$ cat config.mk
export PLATFORM = sky130hd
export DESIGN_NAME = steering_slew_ctrl
export DESIGN_NICKNAME = d
export VERILOG_FILES = /design/src/rtl/steering_slew_ctrl.sv
export SDC_FILE = /design/constraint.sdc
export NUM_CORES = 1
export LEC_CHECK = 0
export ABC_AREA = 1
export CORE_MARGIN = 2
export CORE_UTILIZATION = 30
export CTS_CLUSTER_SIZE = 20
export DETAILED_ROUTE_END_ITERATION = 10
export PLACE_DENSITY_LB_ADDON = 0.3
export SYNTH_ARGS = -nofsm -noshare
export SYNTH_HDL_FRONTEND = slang
export SYNTH_SLANG_ARGS = --single-unit
$ cat constraint.sdc
create_clock -name csi_MCLK_clk -period 8.56 [get_ports csi_MCLK_clk]
set_clock_uncertainty 0.2 [all_clocks]
set_input_delay 0.856 -clock csi_MCLK_clk [delete_from_list [all_inputs] [get_ports csi_MCLK_clk]]
set_output_delay 0.856 -clock csi_MCLK_clk [all_outputs]
set_load 0.1 [all_outputs]
$ cat src/rtl/steering_slew_ctrl.sv
// steering_slew_ctrl: Avalon-MM slave producing a rate-limited steering
// pulse-width command. The target is clamped to [MIN, MAX], and pwm_width
// moves toward it by at most STEP counts per slew tick.
// Optional feature macro: STEERING_SLEW_WDOG_EN (target-write watchdog that
// falls back to CENTER when software stops writing TARGET).
module steering_slew_ctrl #(
    parameter int unsigned TICK_DIV     = 50000,
    parameter int unsigned CENTER       = 300000,
    parameter int unsigned MIN_DEFAULT  = 200000,
    parameter int unsigned MAX_DEFAULT  = 400000,
    parameter int unsigned STEP_DEFAULT = 1000,
    parameter int unsigned WDOG_TICKS   = 100
) (
    input  logic        csi_MCLK_clk,
    input  logic        rsi_MRST_reset,
    input  logic [2:0]  avs_ctrl_address,
    input  logic [31:0] avs_ctrl_writedata,
    input  logic [3:0]  avs_ctrl_byteenable,
    input  logic        avs_ctrl_write,
    input  logic        avs_ctrl_read,
    output logic [31:0] avs_ctrl_readdata,
    output logic        avs_ctrl_waitrequest,
    output logic [31:0] pwm_width,
    output logic        at_target
);

    localparam int unsigned TW = (TICK_DIV > 1) ? $clog2(TICK_DIV) : 1;

    localparam logic [1:0] ST_IDLE    = 2'b00;
    localparam logic [1:0] ST_TRACK   = 2'b01;
    localparam logic [1:0] ST_SETTLED = 2'b10;

    localparam logic [31:0] ID_VALUE = 32'hEA680004;

    logic [31:0] target_q, step_q, min_q, max_q, cur_q;
    logic        enable_q;
    logic [1:0]  state_q;
    logic [TW-1:0] tick_cnt;
    logic        tick;
    logic        timeout;
    logic [31:0] base, lo_clamped, eff;
    logic [31:0] diff, cur_nxt;
    logic        target_wr;

    assign avs_ctrl_waitrequest = 1'b0;
    assign pwm_width            = cur_q;
    assign target_wr = avs_ctrl_write && (avs_ctrl_address == 3'd1) && (|avs_ctrl_byteenable);

    function automatic logic [31:0] be_merge(input logic [31:0] old_v,
                                             input logic [31:0] new_v,
                                             input logic [3:0]  be);
        logic [31:0] r;
        r = old_v;
        for (int i = 0; i < 4; i++)
            if (be[i]) r[8*i +: 8] = new_v[8*i +: 8];
        return r;
    endfunction

    // Free-running slew tick divider, independent of FSM state
    always_ff @(posedge csi_MCLK_clk) begin
        if (rsi_MRST_reset)
            tick_cnt <= '0;
        else if (tick)
            tick_cnt <= '0;
        else
            tick_cnt <= tick_cnt + 1'b1;
    end

    assign tick = (tick_cnt == TW'(TICK_DIV - 1));

`ifdef STEERING_SLEW_WDOG_EN
    logic [31:0] wdog_cnt;
    logic        timeout_q;

    // Count active ticks since the last TARGET write; raise TIMEOUT at the limit
    always_ff @(posedge csi_MCLK_clk) begin
        if (rsi_MRST_reset) begin
            wdog_cnt  <= '0;
            timeout_q <= 1'b0;
        end else if (target_wr) begin
            wdog_cnt  <= '0;
            timeout_q <= 1'b0;
        end else if (tick && state_q != ST_IDLE && !timeout_q) begin
            wdog_cnt <= wdog_cnt + 32'd1;
            if (wdog_cnt + 32'd1 >= WDOG_TICKS)
                timeout_q <= 1'b1;
        end
    end

    assign timeout = timeout_q;
    assign base    = timeout_q ? 32'(CENTER) : target_q;
`else
    assign timeout = 1'b0 & (WDOG_TICKS != 0);
    assign base    = target_q;
`endif

    // Clamp to the window; MAX is applied last so it wins when MIN > MAX
    always_comb begin
        lo_clamped = (base < min_q) ? min_q : base;
        eff        = (lo_clamped > max_q) ? max_q : lo_clamped;
    end

    assign at_target = (cur_q == eff);

    // One slew step: compare first so the subtraction never wraps, and snap to
    // eff when the remaining distance fits in STEP (no overshoot)
    always_comb begin
        diff    = (eff > cur_q) ? (eff - cur_q) : (cur_q - eff);
        cur_nxt = eff;
        if (step_q != 32'd0 && diff > step_q)
            cur_nxt = (eff > cur_q) ? (cur_q + step_q) : (cur_q - step_q);
    end

    // Register file writes, byte-lane merged
    always_ff @(posedge csi_MCLK_clk) begin
        if (rsi_MRST_reset) begin
            target_q <= 32'(CENTER);
            step_q   <= 32'(STEP_DEFAULT);
            min_q    <= 32'(MIN_DEFAULT);
            max_q    <= 32'(MAX_DEFAULT);
            enable_q <= 1'b0;
        end else if (avs_ctrl_write) begin
            case (avs_ctrl_address)
                3'd1: target_q <= be_merge(target_q, avs_ctrl_writedata, avs_ctrl_byteenable);
                3'd2: step_q   <= be_merge(step_q,   avs_ctrl_writedata, avs_ctrl_byteenable);
                3'd3: min_q    <= be_merge(min_q,    avs_ctrl_writedata, avs_ctrl_byteenable);
                3'd4: max_q    <= be_merge(max_q,    avs_ctrl_writedata, avs_ctrl_byteenable);
                3'd6: if (avs_ctrl_byteenable[0]) enable_q <= avs_ctrl_writedata[0];
                default: ;
            endcase
        end
    end

    // Slew FSM; cur only moves on a tick while tracking, and freezes when disabled
    always_ff @(posedge csi_MCLK_clk) begin
        if (rsi_MRST_reset) begin
            state_q <= ST_IDLE;
            cur_q   <= 32'(CENTER);
        end else if (!enable_q) begin
            state_q <= ST_IDLE;
        end else begin
            case (state_q)
                ST_IDLE:    state_q <= ST_TRACK;
                ST_TRACK: begin
                    if (tick) begin
                        cur_q <= cur_nxt;
                        if (cur_nxt == eff) state_q <= ST_SETTLED;
                    end
                end
                ST_SETTLED: if (eff != cur_q) state_q <= ST_TRACK;
                default:    state_q <= ST_IDLE;
            endcase
        end
    end

    // Registered read mux; holds its last value when no read is active
    always_ff @(posedge csi_MCLK_clk) begin
        if (rsi_MRST_reset) begin
            avs_ctrl_readdata <= '0;
        end else if (avs_ctrl_read) begin
            case (avs_ctrl_address)
                3'd0:    avs_ctrl_readdata <= ID_VALUE;
                3'd1:    avs_ctrl_readdata <= target_q;
                3'd2:    avs_ctrl_readdata <= step_q;
                3'd3:    avs_ctrl_readdata <= min_q;
                3'd4:    avs_ctrl_readdata <= max_q;
                3'd5:    avs_ctrl_readdata <= cur_q;
                3'd6:    avs_ctrl_readdata <= {22'd0, state_q, 5'd0, timeout, at_target, enable_q};
                default: avs_ctrl_readdata <= '0;
            endcase
        end
    end

endmodule

Word level (Yosys, flattened, before mapping)
Index checks and enable logic that the tools add are counted.
Word-level totals
  bits in read-only memories: 0
  memories kept: 0
  memory bits (writable): 0
  bits in latches: 0
  register bits after elaboration: 211
Operators by class
  reductions and logical operators: 25
  bitwise gates (word level): 1
  eq/ne operators: 15
  div/mod/pow operators: 0
  multiplexer cells: 10
  add/subtract/negate cells: 5
  shifts and indexed selects: 0
  $mul: 0
  order comparisons: 4
Operator list (number)
  32-bit one-hot mux with 7 select lines: 1
  32-bit two-way mux: 5
  32-bit greater-than comparator: 3
  32-bit subtractor: 3
  32-bit equality test: 2
  3-bit AND reduction: 19
  32-bit adder: 1
  32-bit less-than comparator: 1
  32-bit != test: 1
  32-bit nonzero test: 1
  16-bit by 1-bit adder with 16-bit output, second input constant: 1
  16-bit equality test, second input constant: 1
  3-bit equality test, second input constant: 3
  3-bit by 2-bit equality test with 1-bit output, second input constant: 2
  2-bit two-way mux: 3
  2-bit != test, second input constant: 3
  2-bit one-hot mux with 3 select lines: 1
  2-bit OR reduction: 2
  3-bit by 1-bit equality test with 1-bit output, second input constant: 1
  3-bit logical NOT: 1
  2-bit by 1-bit equality test with 1-bit output, second input constant: 1
  2-bit equality test, second input constant: 1
  2-bit logical NOT: 1
  1-bit logical AND: 1
  1-bit inverter: 1

Longest topological paths before layout
Gate-level depths: netlist of the first run.
  word-level depth: 13
  mapped depth: 73
  depth with buffers taken out: 69

Least setup slack after synthesis of the first run
OpenSTA, ideal clock, no wires.
  path type: reg-to-reg
  start point: reg min_q[19]
  end point: reg state_q[0]
  path slack: 1.295 ns
  setup time: 0.119 ns
  data arrival time: 6.946 ns
  cell stages (with the launch flop): 59
  cells stage by stage: dfxtp_1 inv_1 ha_1 a21oi_1 o21ai_1 nand2_1 nand3_1 a21oi_4 buf_2 nand3_1 and2_1 ha_1 nand2_1 nor2_1 inv_1 nor3_2 nand4_1 nand2_2 [... 23 more ...] nand4_1 nor3_1 nand3_1 nand2_2 inv_2 nand2_4 buf_6 nor2_1 nand2_1 nand2_1 nor2_1 nand2_1 nor2_1 nand2_1 nor2_1 nand3_1 nand2_1 a21oi_1
On the way
  longest elaborated chain between the ends: 12
  elaborated cells on any way between the ends: 17
  classes of those cells: add/sub: 2; order compare: 4; eq/ne: 4; mux: 5; reduce/logical: 2
Ends and longest elaborated chain
  start: declaration: RTL line 35  | logic [31:0] target_q, step_q, min_q, max_q, cur_q;
  start signal: assignment: RTL line 119  | min_q <= 32'(MIN_DEFAULT);
  start signal: assignment: RTL line 126  | 3'd3: min_q <= be_merge(min_q, avs_ctrl_writedata, avs_ctrl_byteenable);
  32-bit less-than comparator: RTL line 99  | lo_clamped = (base < min_q) ? min_q : base;
  32-bit two-way mux *: RTL line 99
  32-bit greater-than comparator: RTL line 100  | eff = (lo_clamped > max_q) ? max_q : lo_clamped;
  32-bit two-way mux *: RTL line 100
  32-bit subtractor or 32-bit greater-than comparator (tied branches): RTL line 108, 111
  32-bit two-way mux: RTL line 108  | diff = (eff > cur_q) ? (eff - cur_q) : (cur_q - eff);
  32-bit greater-than comparator: RTL line 110  | if (step_q != 32'd0 && diff > step_q)
  1-bit logical AND: RTL line 110
  32-bit two-way mux: RTL line 110
  32-bit equality test: RTL line 147  | if (cur_nxt == eff) state_q <= ST_SETTLED;
  2-bit != test (no line)
  3-bit AND reduction (no line) *
  end signal: assignment: RTL line 147
  end signal: assignment: RTL line 150  | ST_SETTLED: if (eff != cur_q) state_q <= ST_TRACK;
  end signal: assignment: RTL line 151  | default: state_q <= ST_IDLE;
  end: declaration: RTL line 37  | logic [1:0] state_q;
Every way passes the cells marked *; elsewhere a longest branch is shown, timed or not.
A chain may end at the register's enable or synchronous reset.

Final worst setup path of the first run
  start point: reg min_q[19]
  end point: reg state_q[1]
Same word-level chain as after synthesis.

==> results.md, run 1 <==
* DR vias/cell at 5.22
* Via count of the first global-routing pass at 20.3k
* Yosys reg bits at 211
* Final ANT Viol Nets at 0
* Worst skew pair latency at 0.57 ns
* Dpl hpwl at between 60 and 70 mm
* First-pass GRT wire length at 122 mm
* I/O Buffers at 107
* Htree depth at 1
* Core area at 0.0614 sq mm
* CP bufs+invs at 9
* Setup TNS at -0.115 ns
* Delay-heaviest family, CP: simple AND/OR/NAND/NOR gates
* GPL Wtd Cong at a little under 1
* Post-synthesis cell type count at 60
* Max incr delay on CP at 0.51 ns
* GR Overflow Total at 0
* Wl on met1 at 38.2 mm
* Setup Crit Path Kind: flop to flop
* CP max-delay cell: xnor2_1
* Syn Area/Cell at between 6 and 7 sq um
* Max clock buf depth at 3
* Met3 WL at around 6.3 mm
* Fin crit share at 1.01
* Root buffer cell: clkbuf_16
* Max_cap viols at 0
* CTS tree: done
* Synth Warn # at 0
* Post-synthesis cell area at 0.0185 sq mm
* Failing checks: setup timing
* Finished Core Util at 0.434
* Crit-path max FO at 26
* Seq/Total Area, Yosys at 0.228
* Share of cells above drive strength 1 at 0.244
* Die Y at 253 um
* Min cycle time layout at roughly 8.6 ns
* Initial antenna violation count at 0
* Startpoint Class: flop
* CTS Buf Count at 26
* Most frequent CP cell: nand2_1
* Yosys top cell area share at 0.228
* Layout area overhead at 43.7%
* # setup viols final at 2
* Placed cell areas at 0.0236 sq mm
* Top Layer Used: met4
* Biggest area consumer among synthesized cells: dfxtp_1
* DIE AREA at 0.0638 sq mm
* Fmax at 116 MHz
* TritonRoute pass-1 iters at 6
* Gate Count Post-Synth at 2,889
* Clock-pin slew on the worst setup and hold paths at 0.07 ns
* Max Slew Vio Count at 0
* Unrepaired setup endpoints after global routing: true
* WL/cell at 19.8 um
* Number of synthesized flops with an enable pin at 0
* Hold Vio Cnt, Final at 0
* Synth Net Count at 3,126
* Initial DRC count at between 2k and 2.5k
* Worst EP required at 8.86 ns
* Aggregate routed wire length at 83.6 mm
* ANT cells at 0
* Main synth FF type: dfxtp_1
* Top post-synthesis cells by area: dfxtp_1, ha_1, nand2_1
* Status: finished, violations left
* Hold Path Class: flop to flop
* Via count at 22.1k
* Final hold slack at between 0.2 and 0.25 ns
* FFs w/ async S/R, synth at 0
* Met2 wire length at 36.0 mm
* Ports at 109
* Worst Max-Slew Pin Slew at between 1 and 1.5 ns
* Clock sink total at 211
* Std-Cell Rows at between 90 and 100
* Critical path data arrival time at slightly below 9 ns
* Largest net degree at the start of global routing at 73
* All-Layer GR Usage at 0.249
* # DRC at 0
* # nets final at 3,657
* Worst setup margin at -0.0655 ns
* Max transition margin at 0.292
* Starting Density at 0.302
* Final Cell Area at approximately 0.027 sq mm
* Type of destination of the critical path: flop
* Die Wd at 253 um
-- sequential cells by signal (all words and copies together), names as in the netlist, 2 cells and up --
register           flops
avs_ctrl_readdata     32
base                  32
max_q                 32
min_q                 32
pwm_width             32
step_q                32
tick_cnt              16
state_q                2
-- cells by family (layout without fill, tap and decap cells) --
logic type / Yosys count / after routing / synth area share
buf+inv: 495 / 1045 / 0.106
flops: 211 / 211 / 0.228
other cells: 1 / 1 / 0.000202
xor+xnor: 79 / 79 / 0.0373
mux: 3 / 3 / 0.00162
simple gates: 1115 / 1116 / 0.254
compound gates: 791 / 791 / 0.242
fa+ha+maj: 194 / 194 / 0.132
-- cell usage in the layout (no fill, tap or decap), types with 66 or more instances in the layout --
cell type and instances:
a21oi_1 315, nand3_1 122, nor2_1 222, o21ai_0 230, ha_1 146, clkdlybuf4s50_1 105
inv_1 369, nand2_1 510, nand2_2 66, buf_4 457, dfxtp_1 202
-- metrics by stage --
stage,setup WS (ns),cells
2_1_floorplan,1.29,2889
3_3_place_gp,-0.526,4135
3_5_place_dp,-0.533,4135
4_1_cts,0.00155,4188
5_1_grt,-0.521,4230
6_report,-0.0655,4230
-- layer usage --
layer,track usage,up-vias
met3,0.0282,138
met5,0,-
met1,0.359,10200
li1,-,10800
met4,0.0768,0
met2,0.384,920
-- cell type report --
type | count | area (sq um)
Timing Repair Buffer | 600 | 5170
Multi-Input combinational cell | 2184 | 13800
Clock inverter | 15 | 194
Inverter | 397 | 1510
Clock buffer | 33 | 748
Sequential cell | 211 | 4240
Fill cell | 6304 | 34700
Tap cell | 790 | 988
-- path summary, 6_finish.rpt --
check	slack (ns)	end	depth (start not counted)	start
setup reg to reg	-0.07	state_q[1]	51	min_q[19]
hold reg to reg	0.25	tick_cnt[0]	1	tick_cnt[0]
hold / removal	0.25	tick_cnt[0]	1	tick_cnt[0]
setup / recovery	-0.07	state_q[1]	51	min_q[19]
-- synth_stat cells, drive strengths merged, types with 2 or more instances --
cell and instances:
nand2 602, xor2 56, o211ai 24, nor2 256
buf 42, o221ai 28, nand4 41, nor4 9
o21ai 268, a31oi 12, a21o 8, a21boi 3
ha 191, fa 3, nor3b 5, o22ai 33
nand3b 8, xnor2 23, o2111ai 5, clkbuf 56
and2 12, a221oi 8, dfxtp 211, clkinv 4
o21a 15, mux2i 3, a211oi 10, nand3 145
a21oi 339, inv 393, or2 5, o21bai 13
o31ai 19, nor3 30, and3 2
-- what timing repair did --
item,CTS,global route
hold buffers,0,0
buffers inserted,2,33
gates cloned,3,9
setup endpoints to repair,2,34
pin swaps,10,95
gates resized for setup,29,325
Power of run 1 is not shown: default switching activity piles up to over one toggle a cycle in this logic, so the estimate is an artifact.
==> inputs of run 2 (changes only) <==
Settings changed: ABC_CLOCK_PERIOD_IN_PS set to 8560.
==> results of run 2 <==
Same layout as run 1: the final DEF is identical, and so are final timing and power.
Power of run 2 is left out for the same reason.
==> inputs of run 3 (changes only) <==
Settings changed: CAP_MARGIN set to 20, CORE_UTILIZATION 30 to 36.
==> results.md, run 3 (synthesis results as in run 1) <==
* Fillcell total at 5,250 (was 6,304)
* Clock-pin slew on the worst setup and hold paths at 0.06 ns (was 0.07 ns)
* Min cycle time layout at 8.63 ns (about the same)
* Status: finished, violations left (unchanged)
* Max transition margin at 0.308 (was 0.292)
* Clock sink total at 211 (unchanged)
* Ports at 109 (unchanged)
* Starting Density at 0.363 (was 0.302)
* Max_cap viols at 0 (unchanged)
* Initial DRC count at 2,268 (was 2,034)
* First-pass GRT wire length at 118 mm (was 122 mm)
* Max incr delay on CP at 0.33 ns (was 0.51 ns)
* I/O Buffers at 107 (unchanged)
* Hold Path Class: flop to flop (unchanged)
* Worst skew pair latency at 0.55 ns (was 0.57 ns)
* Share of cells above drive strength 1 at 0.201 (was 0.244)
* Type of destination of the critical path: flop (unchanged)
* Core area at 0.0511 sq mm (was 0.0614 sq mm)
* Fin crit share at 1.01 (about the same)
* Failing checks: setup timing (unchanged)
* CTS Buf Count at 25 (was 26)
* # DRC at 0 (unchanged)
* Max Slew Vio Count at 0 (unchanged)
* Die Wd at 231 um (was 253 um)
* Worst Max-Slew Pin Slew at 1.03 ns (was 1.06 ns)
* Placed cell areas at 0.0234 sq mm (was 0.0236 sq mm)
* # nets final at 3,624 (was 3,657)
* Commonest non-fill, non-tap cells in the layout: nand2_1, buf_4, inv_1 (unchanged)
* GR Overflow Total at 0 (unchanged)
* Dpl hpwl at 65.1 mm (was 66.5 mm)
* DR vias/cell at 5.37 (was 5.22)
* Final hold slack at 0.263 ns (was 0.248 ns)
* Largest net degree at the start of global routing at 106 (was 73)
* All-Layer GR Usage at 0.288 (was 0.249)
* CP max-delay cell: ha_2 (was xnor2_1)
* Via count of the first global-routing pass at 20.0k (was 20.3k)
* Final Cell Area at 0.0253 sq mm (was 0.0266 sq mm)
* Die Y at 231 um (was 253 um)
* ANT cells at 0 (unchanged)
* Hold-fix buffer count after cts at 0 (unchanged)
* Via count at 22.0k (was 22.1k)
* Most common cell after layout, fill and taps aside: nand2_1 (unchanged)
* Crit-path max FO at 17 (was 26)
* Unrepaired setup endpoints after global routing: true (unchanged)
* Max clock buf depth at 3 (unchanged)
* Std-Cell Rows at 83 (was 91)
* Worst setup margin at -0.0661 ns (was -0.0655 ns)
* Layout area overhead at 36.6% (was 43.7%)
* CTS tree: done (unchanged)
* Root buffer cell: clkbuf_16 (unchanged)
* Fmax at 116 MHz (about the same)
* TritonRoute pass-1 iters at 10 (was 6)
* DIE AREA at 0.0533 sq mm (was 0.0638 sq mm)
* Critical path data arrival time at 8.91 ns (was 8.92 ns)
* Aggregate routed wire length at 80.9 mm (was 83.6 mm)
* # setup viols final at 2 (unchanged)
* Setup Crit Path Kind: flop to flop (unchanged)
* Htree depth at 1 (unchanged)
* Finished Core Util at 0.495 (was 0.434)
* Initial antenna violation count at 0 (unchanged)
* Worst EP required at 8.84 ns (was 8.86 ns)
* WL/cell at 19.8 um (about the same)
* GPL Wtd Cong at 1.01 (was 0.982)
* Final ANT Viol Nets at 0 (unchanged)
* Hold Vio Cnt, Final at 0 (unchanged)
* Startpoint Class: flop (unchanged)
==> run 3: critical path: cells and delay by family (launching register included) <==
kind	cells	cell delay (ns)
buf+inv	16	2.09
xor+xnor	1	0.17
simple gates	35	3.95
flops	1	0.32
compound gates	5	0.64
fa+ha+maj	4	1.13
==> run 3: repair_timing <==
item,4_1_cts,5_1_grt
pin swaps,10,36
endpoints found under the setup margin,3,34
gates cloned,2,5
gates resized for setup,40,137
setup buffers,4,14
==> run 3: path summary, 6_finish.rpt <==
check	start	cells past startpoint	slack (ns)	to
hold reg to reg	avs_ctrl_readdata[21]	2	0.26	avs_ctrl_readdata[21]
setup reg to reg	min_q[5]	61	-0.07	state_q[1]
setup / recovery	min_q[5]	61	-0.07	state_q[1]
hold / removal	avs_ctrl_readdata[21]	2	0.26	avs_ctrl_readdata[21]
==> run 3: cell type report <==
cell class,instances,area [sq um],share of cell area
Multi-Input combinational cell,2184,13100,0.516
Timing Repair Buffer,568,4830,0.191
Sequential cell,211,4230,0.167
Inverter,397,1500,0.0594
Tap cell,680,851,0.0336
Clock buffer,32,672,0.0265
Clock inverter,13,166,0.00657
==> run 3: metrics by stage <==
stage / instances / setup WS [ns] / setup TNS [ns]
5_1_grt: 4085 / -0.502 / -1.18
3_3_place_gp: 4015 / -0.557 / -1.10
6_report: 4085 / -0.0661 / -0.120
4_1_cts: 4066 / 0.00984 / 0
3_5_place_dp: 4015 / -0.556 / -1.13
2_1_floorplan: 2889 / 1.29 / 0
==> run 3: routing by layer <==
layer  track usage  routed length, um
met5             0                  0
met4        0.0891               2630
met3        0.0282               6540
met2         0.442              34600
met1         0.422              37200
Power of run 3 is left out for the same reason.
